==> config.mk <==
export PLATFORM = sky130hd
export DESIGN_NAME = uart_frame_sched
export DESIGN_NICKNAME = d
export VERILOG_FILES = /design/src/rtl/uart_frame_sched_pkg.sv /design/src/rtl/uart_rr_arb2.sv /design/src/rtl/uart_frame_sched.sv
export SDC_FILE = /design/constraint.sdc
export NUM_CORES = 1
export LEC_CHECK = 0
export CAP_MARGIN = 20
export CORE_MARGIN = 2
export CORE_UTILIZATION = 45
export CTS_CLUSTER_SIZE = 25
export DETAILED_ROUTE_END_ITERATION = 7
export PLACE_DENSITY = 0.7
export SLEW_MARGIN = 25
export SYNTH_ARGS = -nofsm -noshare
export SYNTH_HDL_FRONTEND = slang
export SYNTH_SLANG_ARGS = --single-unit
==> constraint.sdc <==
create_clock -name clk -period 2.82 [get_ports clk]
set_clock_uncertainty 0.15 [all_clocks]
set_input_delay 0.282 -clock clk [delete_from_list [all_inputs] [get_ports clk]]
set_output_delay 0.282 -clock clk [all_outputs]
set_load 0.01 [all_outputs]
==> src/rtl/uart_frame_sched_pkg.sv <==
// Shared types and frame constants for the UART frame scheduler.
// Optional macro UART_FRAME_CHECKSUM_EN appends an XOR checksum byte to every frame.
package uart_frame_sched_pkg;

  typedef enum logic [2:0] {
    ST_IDLE    = 3'd0,
    ST_LOAD    = 3'd1,
    ST_START   = 3'd2,
    ST_WAIT_HI = 3'd3,
    ST_WAIT_LO = 3'd4
  } state_e;

  localparam logic [7:0] HDR_BASE_DEF    = 8'hA0;
  localparam int         FRAME_LEN_PLAIN = 3;
  localparam int         FRAME_LEN_CSUM  = 4;

`ifdef UART_FRAME_CHECKSUM_EN
  localparam int FRAME_LEN = FRAME_LEN_CSUM;
`else
  localparam int FRAME_LEN = FRAME_LEN_PLAIN;
`endif

  localparam logic [1:0] IDX_LAST = 2'(FRAME_LEN - 1);

  // Byte idx of the frame carrying word data behind header hdr.
  function automatic logic [7:0] frame_byte(input logic [7:0]  hdr,
                                            input logic [15:0] data,
                                            input logic [1:0]  idx);
    logic [7:0] b;
    b = 8'h00;
    case (idx)
      2'd0:    b = hdr;
      2'd1:    b = data[15:8];
      2'd2:    b = data[7:0];
`ifdef UART_FRAME_CHECKSUM_EN
      2'd3:    b = hdr ^ data[15:8] ^ data[7:0];
`endif
      default: b = 8'h00;
    endcase
    return b;
  endfunction

endpackage

==> src/rtl/uart_rr_arb2.sv <==
// Two-way round-robin arbiter; on contention the requester not granted last time wins.
module uart_rr_arb2 (
  input  logic       clk,
  input  logic       rst,
  input  logic [1:0] valid_i,
  input  logic       update_i,
  output logic [1:0] grant_onehot_o,
  output logic       grant_id_o
);

  logic last_grant_q;

  always_comb begin
    grant_id_o     = (valid_i == 2'b11) ? ~last_grant_q : valid_i[1];
    grant_onehot_o = 2'b00;
    if (valid_i != 2'b00) begin
      grant_onehot_o = grant_id_o ? 2'b10 : 2'b01;
    end
  end

  // Resets to 1 so requester 0 wins the first contention.
  always_ff @(posedge clk or posedge rst) begin
    if (rst) begin
      last_grant_q <= 1'b1;
    end else if (update_i && (valid_i != 2'b00)) begin
      last_grant_q <= grant_id_o;
    end
  end

endmodule

==> src/rtl/uart_frame_sched.sv <==
// Shares one start/busy UART transmitter between two 16-bit word requesters as byte frames.
// Define UART_FRAME_CHECKSUM_EN for 4-byte frames with a trailing XOR checksum.
module uart_frame_sched
  import uart_frame_sched_pkg::*;
#(
  parameter logic [7:0]  HDR_BASE   = HDR_BASE_DEF,
  parameter logic [15:0] GAP_CYCLES = 16'd0
) (
  input  logic        clk,
  input  logic        rst,
  input  logic        req0_valid,
  input  logic [15:0] req0_data,
  output logic        req0_ready,
  input  logic        req1_valid,
  input  logic [15:0] req1_data,
  output logic        req1_ready,
  output logic [7:0]  tx_data,
  output logic        tx_start,
  input  logic        tx_busy,
  output logic        frame_busy,
  output logic        frame_done,
  output logic        grant_id,
  output state_e      dbg_state
);

  // Handshakes: reqN_ready is a one-cycle pulse in the cycle the word is taken
  // (reqN_valid already high); tx_start pulses once per byte only while tx_busy is
  // low, and tx_data holds from that pulse until tx_busy has risen and fallen again.

  state_e      state_q, state_d;
  logic [1:0]  idx_q, idx_d;
  logic [15:0] gap_q, gap_d;
  logic [15:0] data_q, data_d;
  logic [7:0]  tx_data_q, tx_data_d;
  logic        grant_id_q, grant_id_d;
  logic        frame_busy_q, frame_busy_d;
  logic        arb_update;
  logic [1:0]  arb_onehot;
  logic        arb_id;
  logic [7:0]  hdr;

  uart_rr_arb2 u_arb (
    .clk            (clk),
    .rst            (rst),
    .valid_i        ({req1_valid, req0_valid}),
    .update_i       (arb_update),
    .grant_onehot_o (arb_onehot),
    .grant_id_o     (arb_id)
  );

  assign hdr = HDR_BASE | {7'd0, grant_id_q};

  always_comb begin
    state_d      = state_q;
    idx_d        = idx_q;
    gap_d        = gap_q;
    data_d       = data_q;
    tx_data_d    = tx_data_q;
    grant_id_d   = grant_id_q;
    frame_busy_d = frame_busy_q;
    arb_update   = 1'b0;
    tx_start     = 1'b0;
    frame_done   = 1'b0;
    case (state_q)
      ST_IDLE: begin
        if (gap_q != 16'd0) begin
          gap_d = gap_q - 16'd1;
        end else if ((req0_valid || req1_valid) && !rst) begin
          arb_update   = 1'b1;
          data_d       = arb_id ? req1_data : req0_data;
          grant_id_d   = arb_id;
          frame_busy_d = 1'b1;
          state_d      = ST_LOAD;
        end
      end
      ST_LOAD: begin
        tx_data_d = frame_byte(hdr, data_q, idx_q);
        state_d   = ST_START;
      end
      // A busy transmitter here may belong to someone else; just wait for it.
      ST_START: begin
        if (!tx_busy) begin
          tx_start = 1'b1;
          state_d  = ST_WAIT_HI;
        end
      end
      ST_WAIT_HI: begin
        if (tx_busy) state_d = ST_WAIT_LO;
      end
      ST_WAIT_LO: begin
        if (!tx_busy) begin
          if (idx_q == IDX_LAST) begin
            frame_done   = 1'b1;
            frame_busy_d = 1'b0;
            idx_d        = 2'd0;
            gap_d        = GAP_CYCLES;
            state_d      = ST_IDLE;
          end else begin
            idx_d   = idx_q + 2'd1;
            state_d = ST_LOAD;
          end
        end
      end
      default: state_d = ST_IDLE;
    endcase
  end

  always_ff @(posedge clk or posedge rst) begin
    if (rst) begin
      state_q      <= ST_IDLE;
      idx_q        <= 2'd0;
      gap_q        <= 16'd0;
      data_q       <= 16'd0;
      tx_data_q    <= 8'd0;
      grant_id_q   <= 1'b0;
      frame_busy_q <= 1'b0;
    end else begin
      state_q      <= state_d;
      idx_q        <= idx_d;
      gap_q        <= gap_d;
      data_q       <= data_d;
      tx_data_q    <= tx_data_d;
      grant_id_q   <= grant_id_d;
      frame_busy_q <= frame_busy_d;
    end
  end

  assign req0_ready = arb_update & arb_onehot[0];
  assign req1_ready = arb_update & arb_onehot[1];
  assign tx_data    = tx_data_q;
  assign frame_busy = frame_busy_q;
  assign grant_id   = grant_id_q;
  assign dbg_state  = state_q;

endmodule
== Yosys cells after proc, flatten, opt, wreduce, memory -nomap -nowiden ==
Cells that the tools add are included.

* Bits of input ports: 37
* Output and inout bits: 17
* Word-level logic and storage cells: 73
* Flip-flop bits (word level): 48

* Muxes and demuxes: 30
* $add $sub $neg: 2
* Equality and inequality tests: 14
* Reduce and logical (&&, ||, !) cells: 14
* Bitwise operators: 5

{| class="wikitable"
|+ Operators by type and width
! operator !! number
|-
| two-way mux 16 bit || 4
|-
| case mux 16 bit (2 select lines) || 1
|-
| case mux 8 bit (3 select lines) || 1
|-
| nonzero test 16 bit || 1
|-
| subtractor 16 x 1 -> 16 bit (second input constant) || 1
|-
| two-way mux 3 bit || 5
|-
| case mux 3 bit (5 select lines) || 1
|-
| two-way mux 1 bit || 14
|-
| inequality test 2 bit (second input constant) || 7
|-
| AND reduction 5 bit || 2
|-
| equality test 3 x 2 -> 1 bit (second input constant) || 2
|-
| two-way mux 2 bit || 3
|-
| equality test 2 bit (second input constant) || 2
|-
| AND reduction 4 bit || 1
|-
| nonzero test 2 bit || 2
|-
| equality test 3 x 1 -> 1 bit (second input constant) || 1
|-
| equality test 3 bit (second input constant) || 1
|-
| logical NOT 3 bit || 1
|-
| NOT 1 bit || 3
|-
| AND reduction 3 bit || 1
|-
| adder 2 x 1 -> 2 bit (second input constant) || 1
|-
| bitwise AND 1 bit || 2
|-
| equality test 2 x 1 -> 1 bit (second input constant) || 1
|-
| logical AND 1 bit || 2
|-
| other kinds (5) || 5
|}

== Depth between registers and ports, before layout ==
* Depth after elaboration: 6
* Gate-level depth with buffers: 8
* Mapped depth without buffers: 7

== Hierarchy ==
From an unflattened synthesis, not the netlist that was laid out.

* Cells, all modules: 249
* Area, all modules: 2492.4 sq um

{| class="wikitable"
|+ Modules (own cells, without submodules)
! module !! times used !! area each (sq um) !! cells an instance
|-
| uart_frame_sched || 1 || 2424.8 || 241
|-
| uart_rr_arb2 || 1 || 67.6 || 8
|}

== Least setup slack after synthesis ==
OpenSTA, ideal clock, no wires.

* Kind: register to output
* Start point: register gap_q[0]
* End point: output req0_ready
* Setup slack: 429 ps
* Required time: 2388 ps
* Arrival: 1959 ps
* Buffers on the path: 0
* Stages on the path, launching flop included: 8
* Cells stage by stage: dfrtp_1 > inv_1 > ha_1 > nor3b_1 > nand3_1 > nor3_1 > nand2_1 > nor2_1

* Cells in the longest elaborated chain, start to end: 4

{| class="wikitable"
|+ RTL lines
! element !! line !! RTL
|-
| start, declared || uart_frame_sched.sv:32 || <nowiki>logic [15:0] gap_q, gap_d;</nowiki>
|-
| start signal, assigned || uart_frame_sched.sv:120 || <nowiki>gap_q <= gap_d;</nowiki>
|-
| nonzero test 16 bit || uart_frame_sched.sv:66 || <nowiki>if (gap_q != 16'd0) begin</nowiki>
|-
| two-way mux 1 bit || uart_frame_sched.sv:66 ||
|-
| two-way mux 1 bit || uart_frame_sched.sv:64 || <nowiki>case (state_q)</nowiki>
|-
| bitwise AND 1 bit || uart_frame_sched.sv:128 || <nowiki>assign req0_ready = arb_update & arb_onehot[0];</nowiki>
|-
| end, declared || uart_frame_sched.sv:13 || <nowiki>output logic req0_ready,</nowiki>
|}

No other way between the ends.

== Worst setup path after layout ==
* Start point: register state_q[1] (netlist: dbg_state[1])
* End point: output frame_done

* Cells in the longest elaborated chain, start to end: 2

{| class="wikitable"
|+ RTL lines
! element !! line !! RTL
|-
| start, declared || uart_frame_sched.sv:30 || <nowiki>state_e state_q, state_d;</nowiki>
|-
| start signal, assigned || uart_frame_sched.sv:118 || <nowiki>state_q <= state_d;</nowiki>
|-
| equality test 3 bit || uart_frame_sched.sv:64 ||
|-
| two-way mux 1 bit || uart_frame_sched.sv:64 ||
|-
| end, declared || uart_frame_sched.sv:21 || <nowiki>output logic frame_done,</nowiki>
|}

No other way between the ends.

==> flow_metrics.tcl <==
set metrics [dict create \
    synthMuxAreaShare_pct 7.11 \
    final_cells 387 \
    synth-main-ff-cell "dfrtp_1" \
    start_util_pct 46.9 \
    synth_top_area_share_pct 49.1 \
    regToRegStartpoint "gap_q[0]" \
    syn_avg_cell_area_sq_um 9.62 \
    ys_async_sr_fraction_pct 100 \
    fmax_ghz 0.376 \
    drc 0 \
    grt_use_total_pct 19.7 \
    area_growth_pct 36.7 \
    synth.net_count 287 \
    drt-wirelength-per-cell_um 13.9 \
    port_buffers 53 \
    timing.rr.end "gap_q[11]" \
    ctsHoldBuffers 0 \
    clk_path_buf_depth 2 \
    relSlewSlack_pct 61.3 \
    rrSetupSlack_ns 0.51 \
    setup_ws_ns 0.160 \
    fillers 422 \
    coreArea_sq_um 5110 \
    clock-sinks 48 \
    setup_tns_ns 0 \
    crit_chain "or3b_2, nor2_1, nand2_1, inv_1, clkdlybuf4s50_1" \
    drt-vias-per-instance 5.27 \
    die_y_um 77.0 \
    synthCells 249 \
    yosys_warnings 0 \
    synth_simple_gate_area_share_pct 20.3 \
    power_mw 3.03 \
    slowest_stage "or3b_2" \
    synth-xor-area-share_pct 1.10 \
    hpwl_um 4080 \
    num-nets-final 354 \
    status "finished clean" \
    slew_viol_final 0 \
    dp_cells 378 \
    grt_pass1_wl_um 9320 \
    clk_pin_slew_worst_paths_ns 0.09 \
    die_w_um 77.0 \
    end_kind "output port" \
    totalWireLength_um 5380 \
    hold_viol 0 \
    worstSetupStartpointType "flip-flop" \
    cts-root-buf "clkbuf_8" \
    tightest_slew_ns 0.579 \
    ys_types 41 \
    cts_tree "built" \
    gp_congestion 0.863 \
    finalSetupViolations 0 \
    path_delay_family "simple AND/OR/NAND/NOR gates" \
    grt_pass1_vias 1992 \
    drt_first_pass_iters 4 \
    post-route-period-util_pct 94.3 \
    postLayoutCoreUtil_pct 64.1 \
    die-area_sq_um 5920 \
    syn_area_sq_um 2390 \
    leakage_nw 1.45 \
    synth_edf_count 0 \
    htree_num_levels 2 \
    grt.overflow.total 0 \
    slowest_delay_ns 0.53 \
    antenna_left 0 \
    rsz0062_at_grt "no" \
    post_synth_fa_ha_maj_area_fraction_pct 0.522 \
    cap_violations 0 \
    critPathMaxFanout 9 \
    antenna_found_initial 0 \
    grt_max_degree 33 \
    ys_seq_elements 48 \
    hp-class "input pin to asynchronous set/reset pin" \
    multiInputGateArea_sq_um 1160 \
    synth_top_family_by_area "simple AND/OR/NAND/NOR gates" \
    num_vias 2038 \
    ios 54 \
    powerDensity_nw_per_um2 925 \
    vdd_drop_max_mv 0.363 \
    period_minus_slack_ns 2.66 \
    required_ns 2.39 \
    synth_compound_area_share_pct 16.9 \
    cp_num_buf_inv 2 \
    synth_area_leader_cell "dfrtp_1" \
    synthTopCellsByArea "dfrtp_1 49%, mux2i_1 7.1%, a21oi_1 6.9%, nor2_1 5.6%, o21ai_0 2.5%" \
    ys_seq_area_share_pct 50.2 \
    r2r_cells 8 \
    post-place-ws_ns 0.146 \
    clock_latency_ns 0.30 \
    worstSetupPathType "flip-flop to output port" \
    cp-startpoint "dbg_state[1]" \
    cts_buffers 5 \
    drive_gt1_share_pct 13.9 \
    drt_iter0_markers 119 \
    rows 26 \
    crit_arrival_ns 2.23 \
    seq_area_sq_um 1200 \
    antenna_cells 0 \
]
## worst max-delay path by stage
| stage | end | slack (ns) | depth (start not counted) |
|---|---|---|---|
| final | frame_done | 0.16 | 5 |
| after global routing | frame_done | 0.03 | 5 |
| after CTS | req1_ready | 0.03 | 5 |
| after detailed placement | req1_ready | 0.15 | 7 |
| after global placement | req1_ready | 0.18 | 7 |
| after floorplan | req0_ready | 0.43 | 7 |
## layout by cell type, fill, tap and decap left out, types with 3 or more instances in the layout
master           instances
clkdlybuf4s50_1         51
dfrtp_1                 47
nor2_1                  36
a21oi_1                 33
buf_4                   18
mux2i_1                 17
nand2_1                 13
o21ai_0                 12
inv_1                    9
nand3_1                  6
or4_1                    5
a22oi_1                  5
clkbuf_8                 5
nor3_1                   4
or3_1                    4
o31ai_1                  4
o41ai_1                  3
nand4_1                  3
xor2_1                   3
## sequential cells by signal, indices dropped and copies added, names as in the netlist
signal              cells
u_arb.last_grant_q      1
grant_id                1
idx_q                   2
gap_q                  16
frame_busy              1
data_q                 16
dbg_state               3
tx_data                 8
## metal layers
| metal | wire length (um) | vias to the layer above | track usage, % |
|---|---|---|---|
| li1 | - | 1028 | - |
| met1 | 2580 | 951 | 27.1 |
| met2 | 2460 | 51 | 31.0 |
| met3 | 259 | 8 | 5.06 |
| met4 | 79 | 0 | 5.45 |
| met5 | 0 | - | 0 |
## through the flow
step,hold WS (ns),area (sq um)
after global placement,0.313,3100
after global routing,0.301,3270
final,0.237,3270
after floorplan,0.240,2390
after CTS,0.262,3230
after detailed placement,0.342,3100
## synth_stat cells, drive strengths merged, types with 2 or more instances
cell / instances
xor2: 3
nand4: 3
o41ai: 3
mux2i: 17
a21o: 2
nor3: 6
nor3b: 2
or3b: 2
nor4: 2
nor4b: 2
a21boi: 2
o21ai: 12
nor2: 36
o221ai: 2
and2b: 2
dfrtp: 47
clkbuf: 3
buf: 8
and3: 3
or4: 5
a21oi: 34
or3: 6
nand3: 7
inv: 10
a22oi: 5
o31ai: 5
or2: 2
nand2: 13
## what timing repair did
item                       in CTS  in global routing
setup buffers                   1                  0
resized for setup               3                  8
pin swaps                       1                  1
setup endpoints to repair       2                  3
hold endpoints to repair        0                  0
## logic make-up (layout without fill, tap and decap cells)
group | Yosys count | count (layout)
AO/OA/AOI/OAI | 66 | 66
XOR/XNOR | 3 | 3
adder cells (fa/ha/maj) | 1 | 1
buffers and inverters | 21 | 89
flip-flops | 48 | 48
multiplexers | 17 | 17
AND/OR/NAND/NOR | 93 | 93
## cell type report
class	count	share of cell area [%]
Clock buffer	5	2.10
Clock inverter	3	1.30
Inverter	10	1.15
Multi-Input combinational cell	180	35.6
Sequential cell	48	36.7
Tap cell	70	2.68
Timing Repair Buffer	71	20.5
## report_power, final
part | internal (mW) | switching (mW)
Clock | 0.262 | 0.229
Sequential | 0.998 | 0.282
Combinational | 0.626 | 0.629
Power figures use the tool's default switching activity.
